<file path="src/rtl/ft_pkg.sv">
// Shared fault-tolerance definitions: recovery FSM state encoding and default parameters
// used by the recovery controller, the comparator and the checkpoint unit.
package ft_pkg;

    typedef enum logic [2:0] {
        FT_IDLE      = 3'd0,
        FT_RESET     = 3'd1,
        FT_RECOVER   = 3'd2,
        FT_WAIT_DONE = 3'd3,
        FT_FATAL     = 3'd4
    } ft_state_e;

    localparam int unsigned FT_NCORES          = 3;
    localparam int unsigned FT_RECOVERY_CYCLES = 4;
    localparam int unsigned FT_TIMEOUT_CYCLES  = 64;
    localparam int unsigned FT_GUARD_CYCLES    = 16;
    localparam int unsigned FT_MAX_RETRIES     = 3;

    function automatic int unsigned ft_max3(input int unsigned a, input int unsigned b,
                                            input int unsigned c);
        int unsigned m;
        m = (a > b) ? a : b;
        return (m > c) ? m : c;
    endfunction

endpackage

</file>
<file path="src/rtl/ft_recovery_ctrl.sv">
// Recovery controller for N redundant cores: latches the faulty-core vector, sequences
// core reset / state recovery / completion wait, and escalates to a sticky FATAL state.
module ft_recovery_ctrl
    import ft_pkg::*;
#(
    parameter int unsigned NCORES          = FT_NCORES,
    parameter int unsigned RECOVERY_CYCLES = FT_RECOVERY_CYCLES,
    parameter int unsigned TIMEOUT_CYCLES  = FT_TIMEOUT_CYCLES,
    parameter int unsigned GUARD_CYCLES    = FT_GUARD_CYCLES,
    parameter int unsigned MAX_RETRIES     = FT_MAX_RETRIES
) (
    input  logic                               clk_i,
    input  logic                               rst_ni,
    input  logic                               enable_i,
    input  logic [NCORES-1:0]                  error_i,
    input  logic                               force_error_i,
    input  logic                               recovery_done_i,
    input  logic                               clear_fatal_i,
    output logic [NCORES-1:0]                  core_rst_no,
    output logic                               recover_o,
    output logic                               recovering_o,
    output logic                               load_pc_o,
    output logic [NCORES-1:0]                  faulty_core_o,
    output logic [$clog2(MAX_RETRIES+1)-1:0]   retry_cnt_o,
    output logic                               fatal_o
);

    localparam int unsigned CNT_W = $clog2(ft_max3(RECOVERY_CYCLES, TIMEOUT_CYCLES,
                                                   GUARD_CYCLES) + 1);
    localparam int unsigned RTY_W = $clog2(MAX_RETRIES + 1);

    ft_state_e         state_q, state_d;
    logic [CNT_W-1:0]  cnt_q, cnt_d;
    logic [RTY_W-1:0]  retry_q, retry_d;
    logic [NCORES-1:0] faulty_q, faulty_d;
    logic              in_window;

    // State and datapath registers
    always_ff @(posedge clk_i or negedge rst_ni) begin
        if (!rst_ni) begin
            state_q  <= FT_IDLE;
            cnt_q    <= '0;
            retry_q  <= '0;
            faulty_q <= '0;
        end else begin
            state_q  <= state_d;
            cnt_q    <= cnt_d;
            retry_q  <= retry_d;
            faulty_q <= faulty_d;
        end
    end

    // The shared counter holds the guard window while in IDLE; checked before decrement
    assign in_window = (cnt_q != '0);

    // Next-state and datapath update
    always_comb begin
        state_d  = state_q;
        cnt_d    = cnt_q;
        retry_d  = retry_q;
        faulty_d = faulty_q;
        if (enable_i) begin
            case (state_q)
                FT_IDLE: begin
                    if ((|error_i) || force_error_i) begin
                        faulty_d = error_i;
                        cnt_d    = '0;
                        if (in_window && (retry_q == RTY_W'(MAX_RETRIES))) begin
                            state_d = FT_FATAL;
                        end else begin
                            retry_d = in_window ? (retry_q + RTY_W'(1)) : RTY_W'(1);
                            state_d = FT_RESET;
                        end
                    end else begin
                        if (cnt_q != '0) cnt_d = cnt_q - CNT_W'(1);
                        if (cnt_d == '0) retry_d = '0;
                    end
                end
                FT_RESET: begin
                    state_d = FT_RECOVER;
                    cnt_d   = CNT_W'(RECOVERY_CYCLES - 1);
                end
                FT_RECOVER: begin
                    if (cnt_q == '0) begin
                        state_d = FT_WAIT_DONE;
                        cnt_d   = CNT_W'(TIMEOUT_CYCLES - 1);
                    end else begin
                        cnt_d = cnt_q - CNT_W'(1);
                    end
                end
                FT_WAIT_DONE: begin
                    if (recovery_done_i) begin
                        state_d = FT_IDLE;
                        cnt_d   = CNT_W'(GUARD_CYCLES);
                    end else if (cnt_q == '0) begin
                        state_d = FT_FATAL;
                    end else begin
                        cnt_d = cnt_q - CNT_W'(1);
                    end
                end
                FT_FATAL: begin
                    if (clear_fatal_i) begin
                        state_d  = FT_IDLE;
                        cnt_d    = '0;
                        retry_d  = '0;
                        faulty_d = '0;
                    end
                end
                default: begin
                    state_d = FT_IDLE;
                    cnt_d   = '0;
                end
            endcase
        end
    end

    // Moore output decode
    always_comb begin
        core_rst_no   = '1;
        recover_o     = 1'b0;
        recovering_o  = 1'b0;
        load_pc_o     = 1'b0;
        fatal_o       = 1'b0;
        faulty_core_o = faulty_q;
        retry_cnt_o   = retry_q;
        case (state_q)
            FT_IDLE:      load_pc_o = 1'b1;
            FT_RESET: begin
                core_rst_no = '0;
                load_pc_o   = 1'b1;
            end
            FT_RECOVER: begin
                recover_o    = 1'b1;
                recovering_o = 1'b1;
            end
            FT_WAIT_DONE: recovering_o = 1'b1;
            FT_FATAL: begin
                core_rst_no = '0;
                fatal_o     = 1'b1;
            end
            default:      load_pc_o = 1'b1;
        endcase
    end

endmodule

</file>
<file path="config.mk">
export PLATFORM = sky130hd
export DESIGN_NAME = ft_recovery_ctrl
export DESIGN_NICKNAME = d
export VERILOG_FILES = /design/src/rtl/ft_pkg.sv /design/src/rtl/ft_recovery_ctrl.sv
export SDC_FILE = /design/constraint.sdc
export NUM_CORES = 1
export LEC_CHECK = 0
export CORE_ASPECT_RATIO = 1.75
export CORE_MARGIN = 2
export CORE_UTILIZATION = 45
export CTS_CLUSTER_DIAMETER = 50
export DETAILED_ROUTE_END_ITERATION = 8
export PLACE_DENSITY = 0.72
export SYNTH_ARGS = -nofsm -noshare
export SYNTH_HDL_FRONTEND = slang
export SYNTH_SLANG_ARGS = --single-unit
</file>
<file path="constraint.sdc">
create_clock -name clk_i -period 5.44 [get_ports clk_i]
set_clock_uncertainty 0.2 [all_clocks]
set_input_delay 1.088 -clock clk_i [delete_from_list [all_inputs] [get_ports clk_i]]
set_output_delay 1.088 -clock clk_i [all_outputs]
set_load 0.02 [all_outputs]
</file>
=== Yosys cells after proc, flatten, opt, wreduce, memory -nomap -nowiden ===
Index checks and enable logic that the tools add are counted.

* $add $sub $neg: 2
* $mul: 0
* Divide/modulo/power cells: 0
* $lt $le $gt $ge: 0
* Equality and inequality tests: 12
* Shift operators: 0
* Multiplexer cells: 30
* Bitwise logic cells: 0
* Reduce and logical (&&, ||, !) cells: 15

{| class="wikitable"
|+ Operators by type and width
! cell !! count
|-
| $mux 7 || 9
|-
| $pmux 7 s5 || 1
|-
| $mux 3 || 8
|-
| $pmux 3 s5 || 1
|-
| $logic_not 7->1 || 2
|-
| $ne 3x3->1 const B || 4
|-
| $mux 2 || 5
|-
| $reduce_and 5->1 || 2
|-
| $reduce_bool 7->1 || 1
|-
| $sub 7x1->7 const B || 1
|-
| $eq 3x2->1 const B || 2
|-
| $ne 2x2->1 const B || 3
|-
| $pmux 3 s2 || 1
|-
| $reduce_or 3->1 || 2
|-
| $mux 1 || 4
|-
| $pmux 2 s2 || 1
|-
| $reduce_and 4->1 || 1
|-
| $reduce_or 2->1 || 2
|-
| $eq 3x1->1 const B || 1
|-
| $eq 3x3->1 const B || 1
|-
| $logic_not 3->1 || 1
|-
| $reduce_and 3->1 || 1
|-
| $add 2x1->2 const B || 1
|-
| $eq 2x2->1 const B || 1
|-
| other kinds (3) || 3
|}

* Flip-flop bits (word level): 15
* Bits in latches: 0
* RAM bits: 0
* Bits in read-only memories: 0
* Input port bits: 9
* Output and inout port bits: 12
* Logic and storage cells: 63
* Memories kept: 0

=== Depth between registers and ports, before layout ===
Gate-level depths: netlist (run 1).

* Depth after elaboration: 9
* Mapped depth: 11

=== Least setup slack after synthesis (run 1) ===
OpenSTA, ideal clock, no wires.

* Kind: flip-flop to flip-flop
* Start point: reg cnt_q[0]
* End point: reg retry_q[1] (netlist: retry_cnt_o[1])
* Library setup time: 0.125 ns
* Arrival time: 2.501 ns
* Data required time: 5.115 ns
* Slack: 2.614 ns
* Stages on the path, launching flop included: 12
* Buffers on the path: 1
* Clock period less this slack: 2.826 ns
* Cells stage by stage: dfrtp_1 inv_1 ha_1 or4b_4 nor2_4 inv_2 buf_6 ha_1 nor3_1 o221ai_1 a21boi_1 mux2_2

* Word-level cells in the longest chain between the ends: 8
* Elaborated cells between the ends (all ways): 15
* Those cells by class: 1 x add/sub; 2 x eq/ne; 8 x mux; 4 x reduce/logical

{| class="wikitable"
|+ RTL lines
! element !! line !! text
|-
| from (decl) || ft_recovery_ctrl.sv:33 || <nowiki>logic [CNT_W-1:0] cnt_q, cnt_d;</nowiki>
|-
| from (signal assigned) || ft_recovery_ctrl.sv:47 || <nowiki>cnt_q <= cnt_d;</nowiki>
|-
| $sub 7x1->7 or $reduce_bool 7->1 (tied branches) || ft_recovery_ctrl.sv:75, ft_recovery_ctrl.sv:54 ||
|-
| $mux 7 || ft_recovery_ctrl.sv:75 || <nowiki>if (cnt_q != '0) cnt_d = cnt_q - CNT_W'(1);</nowiki>
|-
| $mux 7 || ft_recovery_ctrl.sv:65 || <nowiki>if ((|error_i) || force_error_i) begin</nowiki>
|-
| $mux 7 || ft_recovery_ctrl.sv:63 || <nowiki>case (state_q)</nowiki>
|-
| $mux 7 || ft_recovery_ctrl.sv:62 || <nowiki>if (enable_i) begin</nowiki>
|-
| $logic_not 7->1 || ft_recovery_ctrl.sv:76 || <nowiki>if (cnt_d == '0) retry_d = '0;</nowiki>
|-
| $ne 3x3->1 (no line) || -- ||
|-
| $reduce_and 5->1 (no line) || -- ||
|-
| to (signal assigned) || ft_recovery_ctrl.sv:48 || <nowiki>retry_q <= retry_d;</nowiki>
|-
| to (decl) || ft_recovery_ctrl.sv:34 || <nowiki>logic [RTY_W-1:0] retry_q, retry_d;</nowiki>
|}

Several ways; a longest one is shown, not always the timed one. The select of a mux whose other input is x is not followed.
A chain may end at the register's enable or synchronous reset.

=== Final worst setup path (run 1) ===
* Start point: reg state_q[0]
* End point: out fatal_o

* Word-level cells in the longest chain between the ends: 2

{| class="wikitable"
|+ RTL lines
! element !! line !! text
|-
| from (decl) || ft_recovery_ctrl.sv:32 || <nowiki>ft_state_e state_q, state_d;</nowiki>
|-
| from (signal assigned) || ft_recovery_ctrl.sv:46 || <nowiki>state_q <= state_d;</nowiki>
|-
| $eq 3x3->1 || ft_recovery_ctrl.sv:126 || <nowiki>case (state_q)</nowiki>
|-
| $mux 1 || ft_recovery_ctrl.sv:126 ||
|-
| to (decl) || ft_recovery_ctrl.sv:25 || <nowiki>output logic fatal_o</nowiki>
|}

No other way between the ends.

==> flow_summary.html, run 1 <==
<table>
<tr><th>Metric</th><th>Value</th></tr>
<tr><th colspan="2">Yosys</th></tr>
<tr><td>Share of the synthesized area in the top cell type</td><td>roughly a third</td></tr>
<tr><td>Count of different cell masters after synthesis</td><td>51</td></tr>
<tr><td>Number of enable flip-flop cells after synthesis</td><td>0</td></tr>
<tr><td>Share of synthesized flip-flops with an asynchronous set or reset</td><td>100%</td></tr>
<tr><td>Syn Area/Cell</td><td>~8.4 sq um</td></tr>
<tr><td>Total number of yosys warnings</td><td>0</td></tr>
<tr><td>#FFs+latches synth</td><td>15</td></tr>
<tr><td>Fraction of the mapped netlist area in compound gates</td><td>29.8%</td></tr>
<tr><td>Synth Net Count</td><td>152</td></tr>
<tr><td>Largest area contributor in the netlist</td><td>dfrtp_1</td></tr>
<tr><td>Fraction of the mapped netlist area in adder cells</td><td>roughly 4.3%</td></tr>
<tr><td>Post-synthesis instance area</td><td>1170 sq um</td></tr>
<tr><td>Main combinational cell family by area after synthesis</td><td>compound AO/OA/AOI/OAI gates</td></tr>
<tr><td>Seq/Total Area, Yosys</td><td>32.1%</td></tr>
<tr><td>Simple-Gate Fraction of Synth Area</td><td>24.2%</td></tr>
<tr><td>Top_reg_cell synth</td><td>dfrtp_1</td></tr>
<tr><td>Dominant cell by count in the synthesized netlist</td><td>dfrtp_1</td></tr>
<tr><td>Cell types occupying the most area after synthesis</td><td>dfrtp_1 32%, ha_1 4.3%, o21ai_0 4.3%</td></tr>
<tr><td>Synth Instances</td><td>139</td></tr>
<tr><td>Proportion of synthesized area in mux cells</td><td>0.964%</td></tr>
<tr><td>Post-synth top cells</td><td>15 x dfrtp_1, 13 x nand2_1, 12 x nor2_1, 10 x o21ai_0</td></tr>
<tr><td>XOR/XNOR Fraction of Synth Area</td><td>between 1 and 1.5%</td></tr>
<tr><th colspan="2">Die</th></tr>
<tr><td>Standard cell core area</td><td>2490 sq um</td></tr>
<tr><td>Total I/O pin count</td><td>21</td></tr>
<tr><td>Die span in x</td><td>42.5 um</td></tr>
<tr><td>Cell Rows</td><td>24</td></tr>
<tr><td>Die outline height</td><td>between 70 and 80 um</td></tr>
<tr><td>Starting density of the core</td><td>46.9%</td></tr>
<tr><td>Die area</td><td>approximately 3000 sq um</td></tr>
<tr><th colspan="2">Worst setup path</th></tr>
<tr><td>Worst R2R Start</td><td>cnt_q[0]$_DFFE_PN0P_</td></tr>
<tr><td>Worst setup path start</td><td>state_q[0]$_DFFE_PN0P_</td></tr>
<tr><td>Nature of the critical path startpoint</td><td>register</td></tr>
<tr><td>Crit-path max FO</td><td>17</td></tr>
<tr><td>Critical path start-end classification</td><td>register to primary output</td></tr>
<tr><td>Critical Path RT</td><td>4.15 ns</td></tr>
<tr><td>Data arrival time at the worst-slack endpoint</td><td>roughly 2.1 ns</td></tr>
<tr><td>Element type at the critical path end</td><td>primary output</td></tr>
<tr><th colspan="2">Final layout</th></tr>
<tr><td>Number of nets in the final layout</td><td>169</td></tr>
<tr><td>Total of fill cells in the finished design</td><td>242</td></tr>
<tr><td>Fraction of final layout cells with drive strength greater than 1</td><td>approximately 8.4%</td></tr>
<tr><td>Layout-stage area growth over the synthesis result</td><td>19.2%</td></tr>
<tr><td>Ant. Diodes</td><td>0</td></tr>
<tr><th colspan="2">Clock network</th></tr>
<tr><td>CTS max path bufs</td><td>2</td></tr>
<tr><td>Post-CTS Hold Fix Bufs</td><td>0</td></tr>
<tr><td>Clock input transition at the sequential cells of the worst setup and hold paths</td><td>roughly 0.06 ns</td></tr>
<tr><td>Number of clock buffers inserted by TritonCTS</td><td>3</td></tr>
<tr><td>CTS H-tree lvls</td><td>1</td></tr>
<tr><td>Clock sink total</td><td>15</td></tr>
<tr><td>Clk Tree Root Cell</td><td>clkbuf_8</td></tr>
<tr><td>Quantity of gates resized following cts</td><td>0</td></tr>
<tr><td>CTS tree</td><td>done</td></tr>
<tr><td>Post-CTS setup-driven buffer insertion count</td><td>0</td></tr>
<tr><td>Worst skew pair latency</td><td>0.26 ns</td></tr>
<tr><th colspan="2">Power and ir drop</th></tr>
<tr><td>Highest ir drop seen on vdd</td><td>between 0.3 and 0.4 mV</td></tr>
<tr><td>Areal power density over the cells</td><td>about 610 nW/um^2</td></tr>
<tr><td>Standby leakage power</td><td>0.581 nW</td></tr>
<tr><th colspan="2">Timing</th></tr>
<tr><td>Final sum of negative setup slack</td><td>0 ns</td></tr>
<tr><td>Endpoints failing hold</td><td>0</td></tr>
<tr><td>Share of the cycle needed by the critical path after routing</td><td>a little over three fifths</td></tr>
<tr><td>Setup-failing EPs final</td><td>0</td></tr>
<tr><td>Slew of the pin with the lowest slew margin</td><td>0.859 ns</td></tr>
<tr><td>Normalized max-slew margin</td><td>a little over two fifths</td></tr>
<tr><td>Max-slew violation total from the final report</td><td>0</td></tr>
<tr><td>Max Freq</td><td>293 MHz</td></tr>
<tr><td>Unrepaired setup endpoints after global routing</td><td>no</td></tr>
<tr><td>Final-layout worst hold slack</td><td>0.280 ns</td></tr>
<tr><td>Final period demand of the worst path</td><td>approximately 3.4 ns</td></tr>
<tr><th colspan="2">Global route</th></tr>
<tr><td>Wire length of the first global-routing pass</td><td>about 5000 um</td></tr>
<tr><td>Number of antenna violations at the first check in global routing</td><td>0</td></tr>
<tr><td>Global routing's busiest layer</td><td>met2</td></tr>
<tr><td>Met3 GRT Util</td><td>3.27%</td></tr>
<tr><td>Global router's overall resource usage</td><td>21.3%</td></tr>
<tr><td>GRT met1 Usage</td><td>roughly 20%</td></tr>
<tr><td>Largest net degree at the start of global routing</td><td>18</td></tr>
<tr><td>Grt met2 use</td><td>41.4%</td></tr>
<tr><td>Vias in the first global route</td><td>about 1100</td></tr>
<tr><td>Total overflow reported by the global router</td><td>0</td></tr>
<tr><th colspan="2">Routing</th></tr>
<tr><td>Routed vias</td><td>1128</td></tr>
<tr><td>Number of DRC markers in iteration 0</td><td>40</td></tr>
<tr><td>DRC violation count after routing</td><td>0</td></tr>
<tr><td>Drt pass-1 iters</td><td>4</td></tr>
<tr><td>Final wirelength</td><td>approximately 3100 um</td></tr>
<tr><td>Average via count per standard cell</td><td>between 6 and 7</td></tr>
<tr><td>Detail Route Antenna Nets</td><td>0</td></tr>
<tr><td>Routed WL per cell</td><td>17.1 um</td></tr>
<tr><th colspan="2">Place</th></tr>
<tr><td>Final GP Congestion</td><td>0.883</td></tr>
<tr><td>Dpl hpwl</td><td>roughly 2400 um</td></tr>
<tr><td>PortBufs</td><td>20</td></tr>
<tr><th colspan="2">Min path</th></tr>
<tr><td>Type of the worst min-delay path</td><td>register to register</td></tr>
<tr><td>Launch instance of the worst min-delay path</td><td>faulty_core_o[0]$_DFFE_PN0P_</td></tr>
<tr><th colspan="2">Flow run</th></tr>
<tr><td># Max-Cap Violations</td><td>0</td></tr>
<tr><th colspan="2">Outcome</th></tr>
<tr><td>Result of the run</td><td>completed</td></tr>
</table>
worst paths after layout:
check | to | slack [ns] | cells after the start
worst max-delay path | fatal_o | 2.02 | 4
worst min-delay path | faulty_core_o[0]$_DFFE_PN0P_ | 0.28 | 2
worst max register to register | retry_cnt_o[1]$_DFFE_PN0P_ | 2.29 | 10
worst min register to register | faulty_core_o[0]$_DFFE_PN0P_ | 0.28 | 2
max in group asynchronous | cnt_q[4]$_DFFE_PN0P_ | 3.52 | 1
min in group asynchronous | cnt_q[1]$_DFFE_PN0P_ | 1.06 | 1
placed cells by master, fill, tap and decap left out, types with 3 or more instances in the layout:
cell type	n
a21oi_1	7
a22o_1	4
a31oi_1	3
clkbuf_8	3
clkdlybuf4s50_1	20
dfrtp_1	15
ha_1	4
inv_1	7
nand2_1	13
nand2b_1	4
nor2_1	12
nor3_1	5
o21ai_0	10
o21bai_1	4
o22ai_1	4
registers in the layout, indices dropped and copies added (netlist names):
signal	flops
retry_cnt_o	2
faulty_core_o	3
state_q	3
cnt_q	7
area by class of cell:
cell class | instances | area, sq um | area share (%)
clock buffer | 4 | 45.0 | 3.23
multi-input combinational | 108 | 709 | 50.9
tap | 26 | 32.5 | 2.34
sequential | 15 | 375 | 27.0
inverter | 8 | 30.0 | 2.16
timing repair buffer | 20 | 200 | 14.4
where the power goes:
group | switching (W) | leakage [nW] | internal, W
Combinational | 0.000270 | 0.374 | 0.000233
Clock | 0.0000446 | 0.0228 | 0.0000522
Sequential | 0.0000833 | 0.184 | 0.000163
layer usage:
layer  wire (um)  vias to the layer above
met3         105                        9
met5           0                        -
met4         109                        0
li1            -                      545
met2        1720                       39
met1        1160                      535
worst max-delay path: stages, from the launching register on:
cell,delay (ns)
dfrtp_1,0.56
nor2_1,0.36
nand2_1,0.19
inv_1,0.13
clkdlybuf4s50_1,0.61
kinds of logic (layout without fill, tap and decap cells):
| kind of cell | Yosys count | in the layout |
|---|---|---|
| compound gates | 50 | 50 |
| flops | 15 | 15 |
| mux | 1 | 1 |
| buf+inv | 16 | 32 |
| simple gates | 51 | 51 |
| xor+xnor | 2 | 2 |
| fa+ha+maj | 4 | 4 |
through the flow:
step / cells / util [%] / cell area (sq um) / power (W) / setup WS [ns]
floorplan: 139 / - / 1170 / 0.000597 / 2.61
global placement: 177 / 54.1 / 1350 / 0.000724 / 2.09
detailed placement: 177 / 54.1 / 1350 / 0.000746 / 2.05
CTS: 181 / 55.9 / 1390 / 0.000845 / 2.05
global route: 181 / 55.9 / 1390 / 0.000904 / 1.90
finish: 181 / 55.9 / 1390 / 0.000847 / 2.02
Note: power is estimated with default switching activity, not from simulation.
==> inputs of run 2 (changes only) <==
==> constraint.sdc (replaced) <==
create_clock -name clk_i -period 3.25 [get_ports clk_i]
set_clock_uncertainty 0.2 [all_clocks]
set_input_delay 0.65 -clock clk_i [delete_from_list [all_inputs] [get_ports clk_i]]
set_output_delay 0.65 -clock clk_i [all_outputs]
set_load 0.02 [all_outputs]
==> run 2 against run 1 <==
  * Clock-buffer cell count did not move
  * Die area did not move
  * Non-clock buffer count rose by 6
  * Cell count rose by 3.3%
  * Critical path type is now register to register
==> flow_summary.html, run 2 (same netlist as run 1, synthesis figures left out) <==
<table>
<tr><th>Metric</th><th>Value</th></tr>
<tr><th colspan="2">Outcome</th></tr>
<tr><td>Result of the run</td><td>completed</td></tr>
<tr><th colspan="2">Worst setup path</th></tr>
<tr><td>Critical path start-end classification</td><td>register to register</td></tr>
<tr><td>R2R Path End</td><td>retry_cnt_o[1]$_DFFE_PN0P_</td></tr>
<tr><td>Depth of the worst register-to-register path</td><td>10 (unchanged)</td></tr>
<tr><td>Element type at the critical path end</td><td>register</td></tr>
<tr><td>Worst setup path start</td><td>cnt_q[0]$_DFFE_PN0P_</td></tr>
<tr><td>Critical Path RT</td><td>3.19 ns (-0.96 ns)</td></tr>
<tr><td>Data arrival time at the worst-slack endpoint</td><td>2.81 ns (+0.68 ns)</td></tr>
<tr><td>Worst setup endpoint</td><td>retry_cnt_o[1]$_DFFE_PN0P_</td></tr>
<tr><td>Worst R2R Start</td><td>cnt_q[0]$_DFFE_PN0P_</td></tr>
<tr><td>Nature of the critical path startpoint</td><td>register</td></tr>
<tr><td>Crit-path max FO</td><td>4 (-13)</td></tr>
<tr><td>Register-to-register path setup slack</td><td>0.38 ns (-1.91 ns)</td></tr>
<tr><th colspan="2">Global route</th></tr>
<tr><td>Global router's overall resource usage</td><td>21.4% (+0.11 points)</td></tr>
<tr><td>Largest net degree at the start of global routing</td><td>17 (-1)</td></tr>
<tr><td>Grt met2 use</td><td>37.9% (-3.4 points)</td></tr>
<tr><td>Global routing's busiest layer</td><td>met2</td></tr>
<tr><td>Wire length of the first global-routing pass</td><td>5000 um (+2.5%)</td></tr>
<tr><td>GRT met1 Usage</td><td>23.9% (+4.0 points)</td></tr>
<tr><td>Number of antenna violations at the first check in global routing</td><td>0 (unchanged)</td></tr>
<tr><td>Total overflow reported by the global router</td><td>0 (unchanged)</td></tr>
<tr><td>Met3 GRT Util</td><td>2.52% (-0.76 points)</td></tr>
<tr><td>Vias in the first global route</td><td>1142 (+2.2%)</td></tr>
<tr><th colspan="2">Power and ir drop</th></tr>
<tr><td>Areal power density over the cells</td><td>999 nW/um^2 (+64%)</td></tr>
<tr><td>Clock network fraction of total power</td><td>10.8% (-0.6 points)</td></tr>
<tr><td>Seq pwr share</td><td>26.0% (-3.1 points)</td></tr>
<tr><td>Cell internal power dissipation</td><td>0.000778 W (+73%)</td></tr>
<tr><td>Combinational share of power</td><td>63.2% (+3.8 points)</td></tr>
<tr><td>Standby leakage power</td><td>0.610 nW (+5.1%)</td></tr>
<tr><td>Highest ir drop seen on vdd</td><td>0.499 mV (+51%)</td></tr>
<tr><td>Power Total</td><td>0.00144 W (+70%)</td></tr>
<tr><td>Switching power summed over all nets</td><td>0.000659 W (+66%)</td></tr>
<tr><td>Switching portion of total power</td><td>45.8% (-1.1 points)</td></tr>
<tr><th colspan="2">Clock network</th></tr>
<tr><td>CTS H-tree lvls</td><td>1 (unchanged)</td></tr>
<tr><td>Clock input transition at the sequential cells of the worst setup and hold paths</td><td>0.06 ns (about the same)</td></tr>
<tr><td>CTS max path bufs</td><td>2 (unchanged)</td></tr>
<tr><td>Post-CTS setup-driven buffer insertion count</td><td>0 (unchanged)</td></tr>
<tr><td>Quantity of gates resized following cts</td><td>0 (unchanged)</td></tr>
<tr><td>Post-CTS Hold Fix Bufs</td><td>0 (unchanged)</td></tr>
<tr><td>CTS tree</td><td>done</td></tr>
<tr><td>Clock sink total</td><td>15 (unchanged)</td></tr>
<tr><td>Number of clock buffers inserted by TritonCTS</td><td>3 (unchanged)</td></tr>
<tr><td>Worst skew pair latency</td><td>0.25 ns (about the same)</td></tr>
<tr><td>Clk Tree Root Cell</td><td>clkbuf_8</td></tr>
<tr><th colspan="2">Place</th></tr>
<tr><td>PortBufs</td><td>20 (unchanged)</td></tr>
<tr><td>Final GP Congestion</td><td>0.913 (+3.4%)</td></tr>
<tr><td>Setup slack at placement</td><td>0.311 ns (-1.74 ns)</td></tr>
<tr><td>Dpl hpwl</td><td>2280 um (-3.0%)</td></tr>
<tr><th colspan="2">Routing</th></tr>
<tr><td>Routed WL per cell</td><td>16.2 um (-5.3%)</td></tr>
<tr><td>Detail Route Antenna Nets</td><td>0 (unchanged)</td></tr>
<tr><td>Average via count per standard cell</td><td>6.16 (-1.1%)</td></tr>
<tr><td>Final wirelength</td><td>3020 um (-2.2%)</td></tr>
<tr><td>Number of DRC markers in iteration 0</td><td>45 (+13%)</td></tr>
<tr><td>Routed vias</td><td>1152 (+2.1%)</td></tr>
<tr><td>Drt pass-1 iters</td><td>4 (unchanged)</td></tr>
<tr><td>DRC violation count after routing</td><td>0 (unchanged)</td></tr>
<tr><th colspan="2">Timing</th></tr>
<tr><td>Slew of the pin with the lowest slew margin</td><td>0.733 ns (-0.126 ns)</td></tr>
<tr><td>Final period demand of the worst path</td><td>2.87 ns</td></tr>
<tr><td>Final sum of negative setup slack</td><td>0 ns (unchanged)</td></tr>
<tr><td>Setup ws final</td><td>0.384 ns (-1.64 ns)</td></tr>
<tr><td>Share of the cycle needed by the critical path after routing</td><td>between 80 and 90%</td></tr>
<tr><td>Normalized max-slew margin</td><td>51.0% (+8.8 points)</td></tr>
<tr><td>Max Freq</td><td>349 MHz</td></tr>
<tr><td>Final-layout worst hold slack</td><td>0.284 ns (+0.00440 ns)</td></tr>
<tr><td>Endpoints failing hold</td><td>0 (unchanged)</td></tr>
<tr><td>Unrepaired setup endpoints after global routing</td><td>no</td></tr>
<tr><td>Max-slew violation total from the final report</td><td>0 (unchanged)</td></tr>
<tr><td>Setup-failing EPs final</td><td>0 (unchanged)</td></tr>
<tr><th colspan="2">Die</th></tr>
<tr><td>Cell Rows</td><td>24 (unchanged)</td></tr>
<tr><td>Total I/O pin count</td><td>21 (unchanged)</td></tr>
<tr><td>Die area</td><td>3040 sq um (unchanged)</td></tr>
<tr><td>Die outline height</td><td>71.4 um (unchanged)</td></tr>
<tr><td>Standard cell core area</td><td>2490 sq um (unchanged)</td></tr>
<tr><td>Starting density of the core</td><td>46.9% (unchanged)</td></tr>
<tr><td>Die span in x</td><td>42.5 um (unchanged)</td></tr>
<tr><th colspan="2">Final layout</th></tr>
<tr><td>Largest Register</td><td>cnt_q</td></tr>
<tr><td>Ant. Diodes</td><td>0 (unchanged)</td></tr>
<tr><td>Area of combinational cells with multiple inputs</td><td>709 sq um (unchanged)</td></tr>
<tr><td>Total of fill cells in the finished design</td><td>237 (-2.1%)</td></tr>
<tr><td>Fraction of final layout cells with drive strength greater than 1</td><td>11.8% (+3.4 points)</td></tr>
<tr><td>Footprint of the flip-flops and latches</td><td>375 sq um (unchanged)</td></tr>
<tr><td>Most frequent cells in the layout</td><td>20 x clkdlybuf4s50_1, 15 x dfrtp_1, 13 x nand2_1, 12 x nor2_1, 10 x o21ai_0</td></tr>
<tr><td>Post-route core utilization</td><td>57.7% (+1.8 points)</td></tr>
<tr><td>Max FFs per register</td><td>7 (unchanged)</td></tr>
<tr><td>Leading cell type in the layout, fill and taps excluded</td><td>clkdlybuf4s50_1</td></tr>
<tr><td>Layout-stage area growth over the synthesis result</td><td>23.0%</td></tr>
<tr><td>Number of nets in the final layout</td><td>175 (+3.6%)</td></tr>
<tr><th colspan="2">Min path</th></tr>
<tr><td>Type of the worst min-delay path</td><td>register to register</td></tr>
<tr><th colspan="2">Flow run</th></tr>
<tr><td># Max-Cap Violations</td><td>0 (unchanged)</td></tr>
</table>
run 2: changes by cell type in the layout (fill, tap and decap cells not counted), sizes merged:
cell	previous run	this run
buf	0	6
run 2: worst min-delay path by stage:
stage	from	to	slack, ns	cells after the start
CTS	faulty_core_o[0]$_DFFE_PN0P_	faulty_core_o[0]$_DFFE_PN0P_	0.29	2
finish	faulty_core_o[0]$_DFFE_PN0P_	faulty_core_o[0]$_DFFE_PN0P_	0.28	2
global route	faulty_core_o[2]$_DFFE_PN0P_	faulty_core_o[2]$_DFFE_PN0P_	0.35	2
floorplan	rst_ni	cnt_q[0]$_DFFE_PN0P_	0.15	0
detailed placement	faulty_core_o[0]$_DFFE_PN0P_	faulty_core_o[0]$_DFFE_PN0P_	0.28	2
global placement	faulty_core_o[0]$_DFFE_PN0P_	faulty_core_o[0]$_DFFE_PN0P_	0.27	2
run 2: cell type report:
cell class                 instances  area share (%)
clock buffer                       4            3.13
inverter                           8            2.09
multi-input combinational        108            49.3
sequential                        15            26.1
tap                               26            2.26
timing repair buffer              26            17.1
run 2: stage by stage:
stage | cells | cell area (sq um)
final | 187 | 1440
after global routing | 187 | 1440
after CTS | 187 | 1440
after detailed placement | 183 | 1390
after global placement | 183 | 1390
after floorplan | 139 | 1170
run 2: worst max-delay path, cell delays in order (launching register included):
cell and delay (ns):
dfrtp_1 0.38, inv_1 0.11, ha_1 0.18, or4b_4 0.51
nor2_4 0.15, inv_2 0.05, ha_1 0.29, nor3_1 0.13
o221ai_1 0.17, a21boi_1 0.23, mux2_2 0.35
run 2: power groups by stage:
stage	logic, W	clock network [W]	registers (W)
finish	0.000908	0.000156	0.000374
global placement	0.000883	0	0.000370
global route	0.00100	0.000163	0.000386
detailed placement	0.000900	0	0.000374
floorplan	0.000617	0	0.000382
CTS	0.000907	0.000156	0.000372
run 2: layer usage:
metal | part of all wire (%) | vias to the layer above
met3 | 4.9 | 11
met2 | 54 | 44
met5 | 0 | -
li1 | - | 557
met1 | 38 | 540
met4 | 2.9 | 0
==> patch 1, RTL diff (settings of run 2) <==
Set the package constant `FT_MAX_RETRIES` to 6 (it was 3).
--- a/src/rtl/ft_pkg.sv
+++ b/src/rtl/ft_pkg.sv
@@ -15,5 +15,5 @@
     localparam int unsigned FT_TIMEOUT_CYCLES  = 64;
     localparam int unsigned FT_GUARD_CYCLES    = 16;
-    localparam int unsigned FT_MAX_RETRIES     = 3;
+    localparam int unsigned FT_MAX_RETRIES     = 6;
 
     function automatic int unsigned ft_max3(input int unsigned a, input int unsigned b,
Interface: changed (resized retry_cnt_o); port bits go from 21 to 22. No check against the original RTL was run, so the function may have changed too.
==> patch 1 against run 2 <==
  * Final area grew 9.8%
  * Area after synthesis grew 11%
  * Global-route usage grew 0.98 points
  * Power grew 20%
  * Worst setup slack gained 0.15 ns
  * Via count grew 11%
  * Sequential cell count grew 1
  * Critical endpoint is now recover_o
  * Routed wire length grew 8.7%
==> patch 1: results (changes against run 2) <==
synth unique cells 50 (-2.0%); average vias per placed instance 6.052 (-1.8%); Syn. warnings 0 (unchanged); r2r setup slk 0.61 ns (+0.23 ns); antenna cells 0 (unchanged); Fillers 249 (+5.1%); H-tree level count 1 (unchanged); Slew HR 0.4816 (-0.02833); Compound-Gate Fraction of Synth Area 0.2577 (-0.03995); placed cell areas 0.001524 mm2 (+9.4%); first-pass GRT wire length 5520 um (+11%); nets@finish 199 (+14%); latest clock arrival within the worst-skew pair 0.25 ns (about the same); layout cells sized above 1 0.1087 (-0.009317); final setup vio count 0 (unchanged); initial drt markers 29 (-36%); CTS clock-pin slew for the worst setup and hold paths 0.07 ns; adder-cell area share of the yosys netlist 0.04808 (+0.005250); dominant cells by area after synthesis dfrtp_1 31%, nand2_1 7.5%, o21ai_0 6.2%; P_leak 0.6820 nW (+12%); Bufs on Longest Clock Path 2 (unchanged); largest net degree at the start of global routing 19 (+2); hold path cells 2 (unchanged); worst hold endpoint faulty_core_o[0]; largest register by flop count cnt_q; switching part of the total 0.4733 (+0.01488); Reg2Reg Launch Point cnt_q[0]; max reg flops 7 (unchanged); Async S/R FF share, synth 1.000 (unchanged); most common library cells after synthesis 26 x nand2_1, 16 x dfrtp_1, 16 x o21ai_0, 15 x nor2_1, 7 x a21oi_1; DRC 0 (unchanged); initial antenna violation count 0 (unchanged); GRT Util Overall 0.2234 (+0.009817); CP Max Fanout 14 (+10); PortBufs 21 (+5.0%); Resize count post-CTS 0 (unchanged); maximum VDD drop 0.0005216 V (+4.5%); status finished clean; R2R depth 8 (-2); clk root buf clkbuf_8; Worst Min Path Start faulty_core_o[0]; vias in the first global route 1229 (+7.6%); xor and xnor area share after synthesis 0.006731 (-0.008259); mux cell area share after synthesis 0.01731 (+0.007672); GPL Wtd Cong 0.9123 (about the same); syn_nets 178 (+17%); Seq/Total Area, Yosys 0.3077 (-0.01351); total CTS buffers 3 (unchanged); reg-to-reg endpoint retry_cnt_o[0]; first drt pass iteration count 4 (unchanged); Worst Hold Class reg2reg; Post-CTS Setup Bufs 0 (unchanged); WL/cell 15.57 um (-3.6%); DP Wirelength 2561 um (+12%); Worst EP arrival 1.87 ns (-0.94 ns)
## patch 1: cell count changes in the layout (fill, tap and decap cells not counted), moves of 3 or more
cell | before | now
nor2_1 | 12 | 15
a31oi_1 | 3 | 0
o21ai_0 | 10 | 16
o21bai_1 | 4 | 1
nand2_1 | 13 | 26
o22ai_1 | 4 | 0
nand3_1 | 1 | 4
o31ai_1 | 2 | 5
## patch 1: power groups by stage
stage	combinational, W	sequential (W)	clock [W]
floorplan	0.000810	0.000406	0
global placement	0.00114	0.000393	0
detailed placement	0.00115	0.000399	0
CTS	0.00116	0.000396	0.000187
global route	0.00129	0.000412	0.000193
finish	0.00115	0.000397	0.000180
## patch 1: cells by family after synthesis
logic type | Yosys count
and+or+nand+nor | 72
AOI/OAI and AO/OA | 49
buffers and inverters | 19
DFF | 16
adders and majority gates | 5
muxes | 2
xor gates and xnor gates | 1
## patch 1: per-stage QoR
stage | setup WS (ns) | util | instances | hold slack, ns
3_3_place_gp | 0.3531 | 0.5600 | 207 | 0.2689
4_1_cts | 0.5227 | 0.5802 | 211 | 0.2951
5_1_grt | 0.3820 | 0.5802 | 211 | 0.3494
2_1_floorplan | 0.6591 | - | 164 | 0.1544
3_5_place_dp | 0.2924 | 0.5600 | 207 | 0.2794
6_report | 0.5299 | 0.5802 | 211 | 0.2871
## patch 1: area by class of cell
class,count,area (um2),share of cell area
timing repair buffer,29,270.3,0.1712
tap,27,33.78,0.02139
multi-input combinational,129,797.0,0.5048
clock buffer,4,55.05,0.03487
inverter,6,22.52,0.01426
sequential,16,400.4,0.2536
## patch 1: critical path, cell delays in order, from the launching register on
cell and delay [ns]:
dfrtp_1 0.33, buf_4 0.19, nor2b_1 0.19, nor2b_1 0.25, clkdlybuf4s50_1 0.65
## patch 1: layer usage
metal | wire (um) | part of all wire | GRT usage | vias up
met5 | 0 | 0 | 0 | -
met4 | 70 | 0.021 | 0.08081 | 0
met3 | 119 | 0.036 | 0.02398 | 9
met2 | 1845 | 0.56 | 0.4364 | 34
met1 | 1250 | 0.38 | 0.2333 | 601
li1 | - | - | - | 633
## patch 1: worst max path at each step
stage | startpoint | end | slack [ns] | cells after the start
after floorplan | cnt_q[2] | retry_cnt_o[0] | 0.66 | 10
after global routing | state_q[1] | recover_o | 0.38 | 4
after CTS | state_q[1] | recover_o | 0.52 | 4
final | state_q[1] | recover_o | 0.53 | 4
after global placement | error_i[0] | retry_cnt_o[0] | 0.35 | 7
after detailed placement | error_i[0] | retry_cnt_o[0] | 0.29 | 7
==> patch 2, RTL diff (settings of run 2) <==
Without the edit above. Reset style: synchronous (`rst_ni`), changed in one clocked block.
--- a/src/rtl/ft_recovery_ctrl.sv
+++ b/src/rtl/ft_recovery_ctrl.sv
@@ -37,5 +37,5 @@
 
     // State and datapath registers
-    always_ff @(posedge clk_i or negedge rst_ni) begin
+    always_ff @(posedge clk_i) begin
         if (!rst_ni) begin
             state_q  <= FT_IDLE;
Function: differs if rst_ni is asserted again (counterexample within 4 cycles, from zero or initial values and one cycle with rst_ni low); with rst_ni held inactive, the same outputs for 10 cycles.
==> patch 2 against run 2 <==
  * Routed wire length up 3.9%
  * Area after synthesis down 1.5%
  * Final area down 2.4%
  * Hold slack worse by 0.032 ns
  * Worst setup slack better by 0.027 ns
  * First-iteration DRC count down 6.7%
  * Sequential cell count unchanged
  * Critical endpoint is now load_pc_o
  * Largest cell class unchanged
Power is not compared: it rests on default switching activity, and its combinational part moved more than twofold at a synthesized area within 25%.
==> patch 2: results (changes against run 2) <==
status finished clean; slowest stage delay, CP 0.61 ns (+0.10 ns); Reg2Reg Launch Point cnt_q[2]; first-pass GRT wire length 5457 um (+9.2%); CP Max Fanout 11 (+7); grt met1 use 0.2294 (-0.01005); placed cell areas 0.001358 mm2 (-2.5%); Setup crit end load_pc_o; Async S/R FF share, synth 0 (-1.000); reg-to-reg endpoint retry_cnt_o[0]; dominant cells by area after synthesis dfxtp_1 26%, a21oi_1 7.4%, nor2_1 6.5%; via count 1245 (+8.1%); Seq/Total Area, Yosys 0.2609 (-0.06033); Routed met3 length 145 um (-2.0%); Routed met1 length 1193 um (+2.7%); Slew @ Worst Pin 0.4442 ns (-0.2886 ns); drt total wl 3141 um (+3.9%); GRT Util Overall 0.2259 (+0.01233); R2R depth 7 (-3); routing usage on met2 0.4222 (+0.04274); Worst Min Path Start faulty_core_o[2]; Worst EP arrival 1.99 ns (-0.82 ns); vias in the first global route 1286 (+13%); Fillers 247 (+4.2%); syn_nets 171 (+13%); GR Util met3 0.03316 (+0.007974); synth unique cells 45 (-12%); WL met2 1699 um (+4.7%); most common library cells after synthesis 20 x nor2_1, 17 x a21oi_1, 17 x nand2_1, 15 x dfxtp_1, 12 x o21ai_0; Hold WS 0.2523 ns (-0.03186 ns); Place WS 0.3681 ns (+0.05761 ns); Inst Count DP 198 (+8.2%); layout cells sized above 1 0.07955 (-0.03847); worst hold endpoint faulty_core_o[2]; nets@finish 190 (+8.6%); largest net degree at the start of global routing 20 (+3)
## patch 2: cell types whose count changed after synthesis, moves of 7 or more
cell,change
dfxtp_1,+15
nor2_1,+8
a21oi_1,+10
dfrtp_1,-15
nand3_1,+7
## patch 2: final cells by class
class / instances / area, um2 / share of cell area
multi-input combinational: 124 / 760.7 / 0.5424
inverter: 9 / 33.78 / 0.02409
tap: 26 / 32.53 / 0.02319
sequential: 15 / 300.3 / 0.2141
timing repair buffer: 24 / 230.2 / 0.1641
clock buffer: 4 / 45.04 / 0.03211
## patch 2: cell families after synthesis
kind of cell | synth area share
AO/OA/AOI/OAI | 0.2685
XOR/XNOR | 0.02283
adder cells (fa/ha/maj) | 0.04348
buffers and inverters | 0.07826
flip-flops | 0.2609
multiplexers | 0.01739
AND/OR/NAND/NOR | 0.3087
## patch 2: worst max-delay path: cells and delay by family, from the launching register on
family / cells / cell delay (ns)
flops: 1 / 0.59
simple gates: 3 / 0.44
buf+inv: 2 / 0.71
